## src/rtl/riscv_fetch_queue.sv

```systemverilog
`default_nettype none
// ============================================================================
// Module   : riscv_fetch_queue
// Brief    : PC generator, in-order variable-latency imem port and DEPTH-entry
//            prefetch queue; optional response bypass via FETCH_QUEUE_BYPASS_EN.
// Revision : 1.0
// ============================================================================
module riscv_fetch_queue #(
   parameter int              XLEN     = 32,
   parameter int              DEPTH    = 4,
   parameter logic [XLEN-1:0] RESET_PC = '0
) (
   input  logic            clk,
   input  logic            rst,
   output logic            imem_req_valid,
   input  logic            imem_req_ready,
   output logic [XLEN-1:0] imem_req_addr,
   input  logic            imem_rsp_valid,
   input  logic [XLEN-1:0] imem_rsp_data,
   input  logic            redirect_valid,
   input  logic [XLEN-1:0] redirect_pc,
   output logic            dec_valid,
   input  logic            dec_ready,
   output logic [XLEN-1:0] dec_pc,
   output logic [XLEN-1:0] dec_inst
);

   localparam int c_pw = (DEPTH > 1) ? $clog2(DEPTH) : 1;
   localparam int c_cw = c_pw + 1;
   localparam int c_sw = c_cw + 2;
   localparam logic [c_sw-1:0] c_depth = c_sw'(DEPTH);

   logic [XLEN-1:0] r_fetch_pc;
   logic [XLEN-1:0] r_q_pc   [DEPTH];
   logic [XLEN-1:0] r_q_inst [DEPTH];
   logic [c_pw-1:0] r_q_rd;
   logic [c_pw-1:0] r_q_wr;
   logic [c_cw-1:0] r_count;
   logic [c_cw-1:0] r_inflight;
   logic [c_cw-1:0] r_drop;
   logic [XLEN-1:0] r_if_pc  [DEPTH];
   logic [c_pw-1:0] r_if_rd;
   logic [c_pw-1:0] r_if_wr;

   logic [c_sw-1:0] w_credit_sum;
   logic            w_req_valid;
   logic            w_req_fire;
   logic            w_rsp_take;
   logic            w_rsp_drop;
   logic            w_rsp_any;
   logic [c_cw-1:0] w_drop_redir;
   logic            w_q_valid;
   logic            w_q_pop;
   logic            w_enq;
   logic            w_bypass;
   logic [XLEN-1:0] w_if_head_pc;
   logic [XLEN-1:0] w_q_head_pc;
   logic [XLEN-1:0] w_q_head_inst;
   logic            w_unused;

   // Credit rule: queue slots, outstanding and still-owed responses never exceed DEPTH.
   assign w_credit_sum = c_sw'(r_count) + c_sw'(r_inflight) + c_sw'(r_drop);
   assign w_req_valid  = rst && !redirect_valid && (w_credit_sum < c_depth);
   assign w_req_fire   = w_req_valid && imem_req_ready;

   assign w_rsp_drop   = imem_rsp_valid && (r_drop != '0);
   assign w_rsp_take   = rst && !redirect_valid && imem_rsp_valid &&
                         (r_drop == '0) && (r_inflight != '0);
   assign w_rsp_any    = imem_rsp_valid && ((r_drop != '0) || (r_inflight != '0));
   assign w_drop_redir = r_drop + r_inflight - c_cw'(w_rsp_any);

   assign w_if_head_pc  = r_if_pc[r_if_rd];
   assign w_q_valid     = rst && !redirect_valid && (r_count != '0);
   assign w_q_head_pc   = (r_count != '0) ? r_q_pc[r_q_rd]   : '0;
   assign w_q_head_inst = (r_count != '0) ? r_q_inst[r_q_rd] : '0;
   assign w_q_pop       = w_q_valid && dec_ready;

`ifdef FETCH_QUEUE_BYPASS_EN
   // Empty queue: the arriving response is presented to decode in its own cycle.
   assign w_bypass  = w_rsp_take && (r_count == '0);
   assign dec_valid = w_q_valid || w_bypass;
   assign dec_pc    = w_bypass ? w_if_head_pc  : w_q_head_pc;
   assign dec_inst  = w_bypass ? imem_rsp_data : w_q_head_inst;
   assign w_enq     = w_rsp_take && !(w_bypass && dec_ready);
`else
   assign w_bypass  = 1'b0;
   assign dec_valid = w_q_valid;
   assign dec_pc    = w_q_head_pc;
   assign dec_inst  = w_q_head_inst;
   assign w_enq     = w_rsp_take;
`endif

   assign imem_req_valid = w_req_valid;
   assign imem_req_addr  = r_fetch_pc;
   assign w_unused       = ^{redirect_pc[1:0], w_bypass};

   always_ff @(posedge clk) begin
      if (!rst) begin
         r_fetch_pc <= {RESET_PC[XLEN-1:2], 2'b00};
         r_q_rd     <= '0;
         r_q_wr     <= '0;
         r_count    <= '0;
         r_inflight <= '0;
         r_drop     <= '0;
         r_if_rd    <= '0;
         r_if_wr    <= '0;
      end else if (redirect_valid) begin
         r_fetch_pc <= {redirect_pc[XLEN-1:2], 2'b00};
         r_q_rd     <= '0;
         r_q_wr     <= '0;
         r_count    <= '0;
         r_inflight <= '0;
         r_drop     <= w_drop_redir;
         r_if_rd    <= '0;
         r_if_wr    <= '0;
      end else begin
         if (w_req_fire) begin
            r_fetch_pc <= r_fetch_pc + XLEN'(4);
            r_if_wr    <= r_if_wr + c_pw'(1);
         end
         if (w_rsp_take) begin
            r_if_rd <= r_if_rd + c_pw'(1);
         end
         if (w_rsp_drop) begin
            r_drop <= r_drop - c_cw'(1);
         end
         r_inflight <= r_inflight + c_cw'(w_req_fire) - c_cw'(w_rsp_take);
         if (w_enq) begin
            r_q_wr <= r_q_wr + c_pw'(1);
         end
         if (w_q_pop) begin
            r_q_rd <= r_q_rd + c_pw'(1);
         end
         r_count <= r_count + c_cw'(w_enq) - c_cw'(w_q_pop);
      end
   end

   // Storage arrays carry no reset; validity is tracked by the counters above.
   always_ff @(posedge clk) begin
      if (w_req_fire) begin
         r_if_pc[r_if_wr] <= r_fetch_pc;
      end
      if (w_enq) begin
         r_q_pc[r_q_wr]   <= w_if_head_pc;
         r_q_inst[r_q_wr] <= imem_rsp_data;
      end
   end

endmodule
`default_nettype wire
```

## config.mk

```make
export PLATFORM = sky130hd
export DESIGN_NAME = riscv_fetch_queue
export DESIGN_NICKNAME = d
export VERILOG_FILES = /design/src/rtl/riscv_fetch_queue.sv
export SDC_FILE = /design/constraint.sdc
export NUM_CORES = 1
export LEC_CHECK = 0
export ABC_AREA = 1
export CAP_MARGIN = 20
export CORE_AREA = 3 3 195 159
export DETAILED_ROUTE_END_ITERATION = 12
export DIE_AREA = 0 0 198 162
export DONT_BUFFER_PORTS = 1
export HOLD_SLACK_MARGIN = 0.05
export PLACE_DENSITY = 0.75
export SKIP_CTS_REPAIR_TIMING = 1
export SYNTH_ARGS = -nofsm -noshare
export SYNTH_HDL_FRONTEND = slang
export SYNTH_SLANG_ARGS = --single-unit
export TNS_END_PERCENT = 20
```

## constraint.sdc

```tcl
create_clock -name clk -period 9.45 [get_ports clk]
set_clock_uncertainty 0.15 [all_clocks]
set_input_delay 1.4175 -clock clk [delete_from_list [all_inputs] [get_ports clk]]
set_output_delay 1.4175 -clock clk [all_outputs]
set_load 0.01 [all_outputs]
```

==> summary.txt, run 1 <==
Synth
  • Post-synth ARST share: 0
  • Ys flop type: edfxtp_1
  • Share of the synthesized area in the top cell type: 0.6323
  • Cells after synthesis: about 1600
  • Sequential fraction of the synthesis area: 0.6908
  • Netlist Area Pre-Place: 17480 um^2
  • #FFs+latches synth: approximately 420
  • Most numerous cell in the Yosys netlist: edfxtp_1
  • Synth unique cells: 37
  • Number of synthesized flops with an enable pin: 368
  • Post-synth top cells: edfxtp_1 (368), nor2_1 (366), o21ai_0 (204)
  • Cell taking the most area after synthesis: edfxtp_1
  • Post-Syn Area per Cell: 11.05 um^2
  • Yosys Warn Count: 0
  • Top post-synthesis cells by area: edfxtp_1 (63%), nor2_1 (7.9%), dfxtp_1 (5.8%), o21ai_0 (5.8%), nand2_1 (3.8%)

Final layout
  • FF+latch area: between 10000 and 15000 um^2
  • Area growth, synth to finish: 9.866%
  • Nets: 1656
  • Final core utilization: 0.6587
  • Fill count: 2169
  • ANT cells: 0
  • Fraction of layout cells with a size suffix above 1: 0.06868
  • Area of the multi-input gates: ~4800 um^2

Placed design
  • DP HPWL: 20980 um
  • IO Port Bufs: 0
  • RD Place Congestion: a little under 0.9

Flow run
  • Max-Cap Viols: 0

Timing
  • Final Max Tran Viols: 0
  • Final setup viols: 0
  • Final TNS setup: 0 ns
  • RSZ-0062 raised after global routing: false
  • Final Critical Period: 4.527 ns
  • Worst slew margin: 0.3392
  • Tcrit/Tclk final: 0.4791
  • Max Fclk: around 0.22 GHz
  • Slew @ Worst Pin: about 0.99 ns
  • Final number of hold-violating endpoints: 0

Critical path
  • Critical path class: flop to output pin
  • Worst EP required: 7.88 ns
  • CP Capture Type: output pin
  • Startpoint types: flop
  • Peak fanout along the critical path: 63
  • Bufs and invs on worst path: 3
  • Top Family by Delay on Critical Path: buffers and inverters
  • Cell count along the critical path: 6
  • FF-to-FF path depth: 13
  • Most used cell, CP: buf_4
  • Crit-path slowest cell: buf_4
  • Crit path cell chain: buf_4 -> inv_2 -> buf_4 -> nor2_1 -> o21ai_0 -> a21oi_1
  • Critical path's largest stage delay: 0.63 ns
  • Critical path arrival: ~3.0 ns

Floorplanning
  • Floorplan Core Area: ~29000 um^2
  • Die Y-Extent: 162 um
  • Die width: between 150 and 200 um
  • Initial core utilization: 0.5995
  • Top Ports: roughly 170
  • Die footprint: about 32000 um^2
  • Rows: 56

Global routing
  • Global route overflow: 0
  • Pin count of the biggest net entering global routing: slightly above 90
  • Antenna violations before repair: 0
  • Total track usage: 0.2246
  • First-pass GRT wire length: roughly 57000 um
  • Vias in the first global route: about 11000

Pwr
  • Lkg Pwr: slightly below 7 nW
  • Total chip power: 0.003856 W
  • Power per Cell Area: between 200 and 250 nW/um^2
  • Worst VDD drop: roughly 0.11 mV

Detailed routing
  • WL/cell: approximately 18 um
  • DRC: 0
  • Remaining antenna violation count: 0
  • Via density: between 5 and 6
  • Routed vias: 11210
  • DR pass1 iterations: 5
  • DRT iter0 DRCs: about 900
  • Routed wire length: 36330 um

Min path
  • Hold path depth: 2
  • Hold Crit Class: flop to flop

Clocking
  • Clk buf depth: 3
  • Num CTS Buffers: 41
  • Worst skew pair latency: about 0.53 ns
  • Clk root buf: clkbuf_16
  • H-tree depth: 2
  • CTS tree: yes
  • CTS sink cnt: between 400 and 500
  • Clock slew at reported path FFs: roughly 0.06 ns

Run status
  • Status: finished clean
## sequential cells by signal (all words and copies together) (netlist names), named ones only
signal	count
r_if_pc	120
r_q_rd	2
r_q_wr	2
r_if_wr	2
r_count	3
r_q_inst	128
r_drop	3
r_inflight	3
r_q_pc	120
imem_req_addr	30
r_if_rd	2
## path summary, 6_finish.rpt
check	start	to	slack, ns
setup / recovery	flop	dec_pc[12]	4.92
hold / removal	r_if_rd[1]$_SDFFE_PP0P_	r_if_rd[1]$_SDFFE_PP0P_	0.31
setup reg to reg	r_count[1]$_SDFF_PP0_	r_inflight[2]$_SDFF_PP0_	5.63
hold reg to reg	r_if_rd[1]$_SDFFE_PP0P_	r_if_rd[1]$_SDFFE_PP0P_	0.31
## kinds of logic after synthesis
| kind of cell | after synthesis | share of synthesized area |
|---|---|---|
| AND/OR/NAND/NOR | 629 | 0.1453 |
| flip-flops | 419 | 0.6908 |
| AO/OA/AOI/OAI | 327 | 0.09687 |
| buffers and inverters | 165 | 0.03809 |
| adder cells (fa/ha/maj) | 26 | 0.02119 |
| XOR/XNOR | 15 | 0.007518 |
| other | 1 | 0.0002146 |
## power by group
part           total [W]  switching [W]  internal [W]
clock network    0.00169       0.000654       0.00104
registers        0.00207      0.0000347       0.00203
logic           0.000101      0.0000634     0.0000372
total            0.00386       0.000752       0.00310
## per-stage QoR
stage | instance area [um^2] | instances | setup slack, ns | hold WS [ns]
detailed placement | 17770 | 1893 | 5.384 | 0.3053
floorplan | 17490 | 1585 | 4.112 | 0.2858
CTS | 19180 | 1963 | 4.818 | 0.3154
finish | 19200 | 1964 | 4.923 | 0.3103
global route | 19200 | 1964 | 4.758 | 0.3403
global placement | 17770 | 1893 | 5.463 | 0.2945
## tightest hold or removal path: stages, from the launching register on
cell and delay (ns):
dfxtp_1 0.30, inv_1 0.05, a21oi_1 0.06
## routing by layer
metal	vias up	share of wire	track usage	wire length, um
met3	48	0.085	0.05268	3096
met5	-	0	0	0
li1	5416	-	-	-
met2	401	0.46	0.3618	16750
met1	5347	0.44	0.3176	15950
met4	0	0.015	0.04920	544
## layout make-up
class                           instances  share of cell area
Clock buffer                           51             0.05865
Clock inverter                         19             0.01460
Inverter                               78             0.01531
Multi-Input combinational cell       1001              0.2498
Sequential cell                       419              0.6290
Tap cell                              377             0.02457
Timing Repair Buffer                   19            0.008081
## layout by cell type, fill, tap and decap left out, types with 3 or more instances in the layout
cell type and instances:
a21oi_1 86, buf_4 18, bufinv_16 7, clkbuf_1 6, clkbuf_16 43, clkinv_2 8
conb_1 4, dfxtp_1 49, edfxtp_1 368, fa_1 6, ha_1 20, inv_1 74
inv_2 3, nand2_1 176, nand3_1 52, nand3b_1 10, nand4_1 6, nor2_1 358
nor2_2 7, nor2_4 6, nor3_1 4, o21ai_0 204, o22ai_1 30, or2_2 4
xnor2_1 7, xor2_1 8
(Power assumes the default switching activity.)
==> run 2, diff against run 1 <==
--- a/config.mk
+++ b/config.mk
@@ -5,11 +5,11 @@
 export SDC_FILE = /design/constraint.sdc
 export NUM_CORES = 1
 export LEC_CHECK = 0
-export ABC_AREA = 1
+export ABC_AREA = 0
 export CAP_MARGIN = 20
-export CORE_AREA = 3 3 195 159
+export CORE_AREA = 3 3 192 156
 export DETAILED_ROUTE_END_ITERATION = 12
-export DIE_AREA = 0 0 198 162
+export DIE_AREA = 0 0 195 159
 export DONT_BUFFER_PORTS = 1
 export HOLD_SLACK_MARGIN = 0.05
 export PLACE_DENSITY = 0.75
==> constraint.sdc (replaced) <==
create_clock -name clk -period 4.31 [get_ports clk]
set_clock_uncertainty 0.15 [all_clocks]
set_input_delay 0.6465 -clock clk [delete_from_list [all_inputs] [get_ports clk]]
set_output_delay 0.6465 -clock clk [all_outputs]
set_load 0.01 [all_outputs]
==> run 2 against run 1 <==
Count of clock-buffer cells in the layout decreased by 4. Worst setup slack got worse by 4.6 ns. Synthesized cell count decreased by 42%. Clock power increased by 100%. Global-route usage decreased by 0.97 points. Synthesized area decreased by 3.9%. Sequential cell count unchanged. Total power increased by 120%. Critical path type is now flop to flop. Largest power group unchanged.
==> summary.txt, run 2 <==
Clocking
  • H-tree depth: 2
  • Clk root buf: clkbuf_16
  • Num CTS Buffers: 40
  • CTS tree: yes
  • Clk buf depth: 3
  • Clock slew at reported path FFs: roughly 0.060 ns
  • CTS sink cnt: 419
  • Worst skew pair latency: 0.53 ns

Min path
  • Hold Crit Class: primary input to flop
  • Worst hold path endpoint: imem_req_addr[29]$_SDFFE_PN0P_
  • Hold path depth: 2
  • Worst hold start: redirect_pc[29]

Detailed routing
  • DRC: 0
  • WL/cell: ~24 um
  • DRT iter0 DRCs: a little over 600
  • DR pass1 iterations: 5
  • Routed vias: between 8000 and 9000
  • Via density: 6.224
  • Remaining antenna violation count: 0
  • Routed wire length: around 34000 um

Timing
  • Final number of hold-violating endpoints: 0
  • Final Critical Period: 4.023 ns
  • RSZ-0062 raised after global routing: false
  • Tcrit/Tclk final: 0.9335
  • Final setup viols: 0
  • Final TNS setup: 0 ns
  • Worst slew margin: 0.3404
  • Slew @ Worst Pin: between 0.9 and 1 ns
  • Max Fclk: 0.2485 GHz
  • Final Max Tran Viols: 0
  • Setup ws final: approximately 0.29 ns

Pwr
  • Power per Cell Area: between 400 and 500 nW/um^2
  • Comb pwr share: 0.043
  • Clock power share: 0.411
  • Flop pwr share: 0.547
  • Sw frac: 0.2045
  • NetSw: about 0.0017 W
  • Lkg Pwr: ~6.1 nW
  • Internal: around 0.0066 W
  • Worst VDD drop: roughly 0.33 mV

Floorplanning
  • Die Y-Extent: 159 um
  • Initial core utilization: 0.5953
  • Die footprint: roughly 31000 um^2
  • Die width: roughly 200 um
  • Rows: 55
  • Floorplan Core Area: around 28000 um^2
  • Top Ports: 168

Critical path
  • Most used cell, CP: fa_1
  • Reg2reg end: r_inflight[2]$_SDFF_PP0_
  • Critical path class: flop to flop
  • Critical path's largest stage delay: slightly above 0.6 ns
  • Top Family by Delay on Critical Path: adder cells
  • R2R setup slack: around 0.29 ns
  • Critical R2R Launch: r_inflight[1]$_SDFF_PP0_
  • CP Capture Type: flop
  • Critical path arrival: 4.29 ns
  • FF-to-FF path depth: 15
  • Startpoint types: flop
  • Worst EP required: between 4 and 5 ns
  • Crit path cell chain: inv_1 -> fa_1 -> nor2_1 -> fa_1 -> and2b_2 -> o2111ai_4 -> nor2_4 -> inv_2 -> ha_1 -> inv_1 -> ha_1 -> fa_1 -> xnor2_1 -> xnor2_1 -> nor2_1
  • Crit-path slowest cell: fa_1
  • Bufs and invs on worst path: 3
  • Peak fanout along the critical path: 13

Synth
  • Post-Syn Area per Cell: 18.20 um^2
  • Number of synthesized flops with an enable pin: roughly 370
  • Synth unique cells: 66
  • Cells after synthesis: slightly above 900
  • Adder-cell area share of the yosys netlist: 0.02205
  • Simple-Gate Fraction of Synth Area: 0.07441
  • Multiplexer share of the synthesized area: 0.1259
  • Synth Area in XOR/XNOR: 0.006778
  • Ys flop type: edfxtp_1
  • Most numerous cell in the Yosys netlist: edfxtp_1
  • Cell taking the most area after synthesis: edfxtp_1
  • Netlist Area Pre-Place: 16800 um^2
  • Sequential fraction of the synthesis area: 0.7187
  • Top post-synthesis cells by area: edfxtp_1 (66%), mux4_2 (12%), dfxtp_1 (6.1%), and2_1 (2.6%), ha_1 (1.5%)
  • Post-synth top cells: edfxtp_1 (368), mux4_2 (92), and2_1 (71)
  • Synth Area in Compound Gates: 0.03277
  • #FFs+latches synth: ~420
  • Share of the synthesized area in the top cell type: 0.6579
  • Post-synth ARST share: 0
  • Yosys Warn Count: 0
  • Largest family of logic cells by synthesized area: multiplexers

Run status
  • Status: finished clean

Global routing
  • Total track usage: 0.2149
  • Pin count of the biggest net entering global routing: between 60 and 70
  • Vias in the first global route: about 8600
  • Antenna violations before repair: 4
  • First-pass GRT wire length: ~51000 um
  • Global route overflow: 0

Final layout
  • Most common cell after layout, fill and taps aside: edfxtp_1
  • Top flop regs: r_q_inst: 128 flops, r_if_pc: 120 flops, r_q_pc: 120 flops
  • Nets: 1074
  • Area growth, synth to finish: 12.86%
  • Top reg by flops: r_q_inst
  • Most frequent cells in the layout: edfxtp_1 (368), mux4_2 (92), and2_1 (67)
  • Largest register FFs: between 100 and 150
  • Fraction of layout cells with a size suffix above 1: 0.1918
  • Fill count: approximately 1800

Placed design
  • RD Place Congestion: 0.8792
  • DP HPWL: about 21000 um
  • DP Worst Slack: 0.3680 ns
  • IO Port Bufs: 0

Flow run
  • Max-Cap Viols: 0
run 2: cell types whose count changed after synthesis, moves of 16 or more:
cell | before | now
mux4_2 | 0 | 92
nand3_1 | 52 | 22
inv_1 | 74 | 31
and2_1 | 1 | 71
nor2_1 | 366 | 22
nand2_1 | 176 | 38
o22ai_1 | 30 | 0
clkbuf_1 | 61 | 29
and3_1 | 0 | 16
o21ai_0 | 204 | 14
a21oi_1 | 86 | 11
run 2: cells by family after synthesis:
| group | after synthesis |
|---|---|
| AOI/OAI and AO/OA | 74 |
| xor gates and xnor gates | 13 |
| adders and majority gates | 26 |
| buffers and inverters | 78 |
| DFF | 419 |
| muxes | 96 |
| other | 1 |
| and+or+nand+nor | 216 |
run 2: worst max-delay path by stage:
| stage | endpoint | cells after the start | from | slack, ns |
|---|---|---|---|---|
| floorplan | r_inflight[2]$_SDFF_PP0_ | 16 | r_count[1]$_SDFF_PP0_ | 0.58 |
| global placement | r_inflight[2]$_SDFF_PP0_ | 15 | r_count[1]$_SDFF_PP0_ | 0.44 |
| detailed placement | r_inflight[2]$_SDFF_PP0_ | 15 | r_count[1]$_SDFF_PP0_ | 0.37 |
| CTS | r_inflight[2]$_SDFF_PP0_ | 15 | r_count[1]$_SDFF_PP0_ | 0.32 |
| global route | r_inflight[2]$_SDFF_PP0_ | 15 | r_count[1]$_SDFF_PP0_ | 0.05 |
| finish | r_inflight[2]$_SDFF_PP0_ | 15 | r_inflight[1]$_SDFF_PP0_ | 0.29 |
run 2: final cells by class:
class / count / area [um^2] / share of cell area
Clock inverter: 23 / 217.7 / 0.01148
Timing Repair Buffer: 56 / 588.1 / 0.03102
Tap cell: 370 / 462.9 / 0.02442
Sequential cell: 419 / 12080 / 0.6372
Antenna cell: 3 / 7.507 / 0.0003960
Multi-Input combinational cell: 429 / 4423 / 0.2333
Inverter: 32 / 120.1 / 0.006336
Clock buffer: 47 / 1059 / 0.05584
run 2: per-layer routing:
layer | vias to the layer above | part of all wire | GRT usage
li1 | 3775 | - | -
met1 | 4408 | 0.42 | 0.3034
met2 | 335 | 0.47 | 0.3300
met3 | 63 | 0.087 | 0.06347
met4 | 2 | 0.026 | 0.06868
met5 | - | 0.00036 | 0
run 2: metrics by stage:
stage	utilization	std cells	hold slack, ns	total power, W	cell area, um^2
2_1_floorplan	-	926	0.3192	0.004845	16810
3_3_place_gp	0.6150	1274	0.3355	0.004931	17350
3_5_place_dp	0.6150	1274	0.3516	0.004940	17350
4_1_cts	0.6603	1344	0.04199	0.008337	18630
5_1_grt	0.6718	1378	0.07309	0.008585	18950
6_report	0.6719	1379	0.07730	0.008308	18960
run 2: power groups by stage:
| stage | Sequential [W] | Combinational [W] | Clock (W) |
|---|---|---|---|
| after global routing | 0.00455 | 0.000390 | 0.00365 |
| final | 0.00454 | 0.000355 | 0.00341 |
| after detailed placement | 0.00463 | 0.000310 | 0 |
| after global placement | 0.00463 | 0.000305 | 0 |
| after CTS | 0.00454 | 0.000316 | 0.00348 |
| after floorplan | 0.00459 | 0.000251 | 0 |
==> run 3, diff against run 2 <==
--- a/config.mk
+++ b/config.mk
@@ -7,9 +7,10 @@
 export LEC_CHECK = 0
 export ABC_AREA = 0
 export CAP_MARGIN = 20
-export CORE_AREA = 3 3 192 156
+export CORE_AREA = 3 3 196 160
+export CTS_CLUSTER_SIZE = 40
 export DETAILED_ROUTE_END_ITERATION = 12
-export DIE_AREA = 0 0 195 159
+export DIE_AREA = 0 0 199 163
 export DONT_BUFFER_PORTS = 1
 export HOLD_SLACK_MARGIN = 0.05
 export PLACE_DENSITY = 0.75
==> constraint.sdc (replaced) <==
create_clock -name clk -period 3.7 [get_ports clk]
set_clock_uncertainty 0.15 [all_clocks]
set_input_delay 0.555 -clock clk [delete_from_list [all_inputs] [get_ports clk]]
set_output_delay 0.555 -clock clk [all_outputs]
set_load 0.01 [all_outputs]
==> run 3 against run 2 <==
Combinational power increased by 23%. Worst setup slack got worse by 0.16 ns. Critical path depth unchanged. Largest cell class unchanged.
==> summary.txt, run 3 (synthesis gave the netlist of run 2 again) <==
Run status
  • Status: finished clean

Detailed routing
  • Routed vias: 8628
  • DRT iter0 DRCs: approximately 620
  • Remaining antenna violation count: 0
  • Via density: about 6.1
  • WL/cell: about 24 um
  • DRC: 0
  • Routed wire length: ~34000 um
  • DR pass1 iterations: 5

Clocking
  • CTS sink cnt: ~420
  • Worst skew pair latency: ~0.54 ns
  • Num CTS Buffers: 41
  • CTS tree: yes
  • Clock slew at reported path FFs: 0.06 ns
  • Clk root buf: clkbuf_16
  • Clk buf depth: 3
  • H-tree depth: 2

Global routing
  • Antenna violations before repair: 3
  • Vias in the first global route: 8669
  • Total track usage: 0.2143
  • First-pass GRT wire length: between 50000 and 60000 um
  • Global route overflow: 0
  • Pin count of the biggest net entering global routing: 65

Timing
  • Final number of hold-violating endpoints: 0
  • Slew @ Worst Pin: between 0.8 and 0.9 ns
  • Worst slew margin: 0.4282
  • Tcrit/Tclk final: 0.9645
  • Final Critical Period: about 3.6 ns
  • Max Fclk: about 0.28 GHz
  • Final Max Tran Viols: 0
  • Final setup viols: 0
  • Worst hold slack: 0.03447 ns

Critical path
  • Critical path's largest stage delay: 0.52 ns
  • Peak fanout along the critical path: 3
  • Startpoint types: flop
  • Crit-path slowest cell: fa_1
  • Worst EP required: approximately 4 ns
  • CP Capture Type: flop
  • Crit path cell chain: inv_1 -> fa_1 -> inv_1 -> fa_1 -> and2b_2 -> o2111ai_4 -> nor2_4 -> inv_2 -> ha_1 -> inv_1 -> ha_1 -> fa_1 -> xnor2_2 -> xnor2_1 -> nor2_1
  • Critical path arrival: about 3.9 ns
  • Critical path class: flop to flop

Final layout
  • Nets: ~1100
  • Top reg by flops: r_q_inst
  • Fraction of layout cells with a size suffix above 1: 0.2077
  • Area of the multi-input gates: 4428 um^2
  • Most frequent cells in the layout: edfxtp_1 (368), mux4_2 (92), and2_1 (67)
  • Most common cell after layout, fill and taps aside: edfxtp_1
  • Area growth, synth to finish: 15.71%
  • Largest register FFs: roughly 130
  • Top flop regs: r_q_inst: 128 flops, r_if_pc: 120 flops, r_q_pc: 120 flops
  • FF+latch area: ~12000 um^2
  • Fill count: about 1900

Pwr
  • Power per Cell Area: just over 500 nW/um^2
  • Worst VDD drop: 0.4691 mV
  • Total chip power: approximately 0.01 W
  • Lkg Pwr: between 6 and 7 nW

Flow run
  • Max-Cap Viols: 0

Floorplanning
  • Rows: 56
  • Die width: roughly 200 um
  • Die Y-Extent: approximately 160 um
  • Floorplan Core Area: just under 30000 um^2
  • Initial core utilization: 0.5722
  • Top Ports: ~170
  • Die footprint: roughly 32000 um^2

Placed design
  • DP HPWL: about 22000 um
  • IO Port Bufs: 0
  • RD Place Congestion: 0.8644

Min path
  • Hold Crit Class: primary input to flop
==> run 3: cell types whose count changed in the layout (fill, tap and decap cells not counted), sizes merged <==
| cell | previous run | this run |
|---|---|---|
| buf | 24 | 38 |
| bufinv | 4 | 6 |
| clkbuf | 47 | 53 |
| clkinv | 16 | 14 |
| clkinvlp | 0 | 1 |
| diode | 3 | 1 |
| dlygate4sd3 | 32 | 47 |
| inv | 35 | 33 |
==> run 3: worst paths after layout <==
kind / start / to / slack (ns) / cells after the start
worst max-delay path: r_count[2]$_SDFF_PP0_ / r_inflight[2]$_SDFF_PP0_ / 0.13 / 15
worst min-delay path: redirect_pc[16] / imem_req_addr[16]$_SDFFE_PN0P_ / 0.03 / 2
worst max register to register: r_count[2]$_SDFF_PP0_ / r_inflight[2]$_SDFF_PP0_ / 0.13 / 15
worst min register to register: r_if_wr[1]$_SDFFE_PP0P_ / r_if_wr[1]$_SDFFE_PP0P_ / 0.37 / 2
==> run 3: report_power, final <==
part	total [W]	switching, W	internal [W]
Clock	0.00421	0.00169	0.00251
Sequential	0.00529	0.0000883	0.00520
Combinational	0.000435	0.000238	0.000197
Total	0.00993	0.00202	0.00791
==> run 3: routing by layer <==
layer  GRT usage  part of all wire  up-vias
met1      0.3014              0.43     4419
met5           0           0.00099        -
met4     0.05140             0.014        4
met2      0.3415              0.48      322
li1            -                 -     3840
met3     0.05708             0.074       43
==> run 3: cell type report <==
class                   instances  area share
well taps                     377     0.02427
inverters                      32    0.006180
clock inverters                22     0.01455
repair buffers                 85     0.04918
multi-input cells             429      0.2278
flip-flops and latches        419      0.6217
clock buffers                  53     0.05614
diodes                          1   0.0001288
==> run 3: through the flow <==
stage	utilization	cells	area, um^2	setup WS [ns]	setup TNS (ns)
detailed placement	0.5987	1295	17580	0.1487	0
CTS	0.6455	1370	18950	0.1423	0
floorplan	-	926	16810	0.005775	0
global placement	0.5987	1295	17580	0.2061	0
finish	0.6620	1418	19440	0.1312	0
global route	0.6620	1417	19430	-0.01815	-0.01815
==> run 3: worst max-delay path, delay by kind of cell, from the launching register on <==
| kind | cells | cell delay, ns |
|---|---|---|
| adders and majority gates | 5 | 1.82 |
| and+or+nand+nor | 3 | 0.47 |
| DFF | 1 | 0.35 |
| xor gates and xnor gates | 2 | 0.32 |
| buffers and inverters | 4 | 0.21 |
| AOI/OAI and AO/OA | 1 | 0.14 |
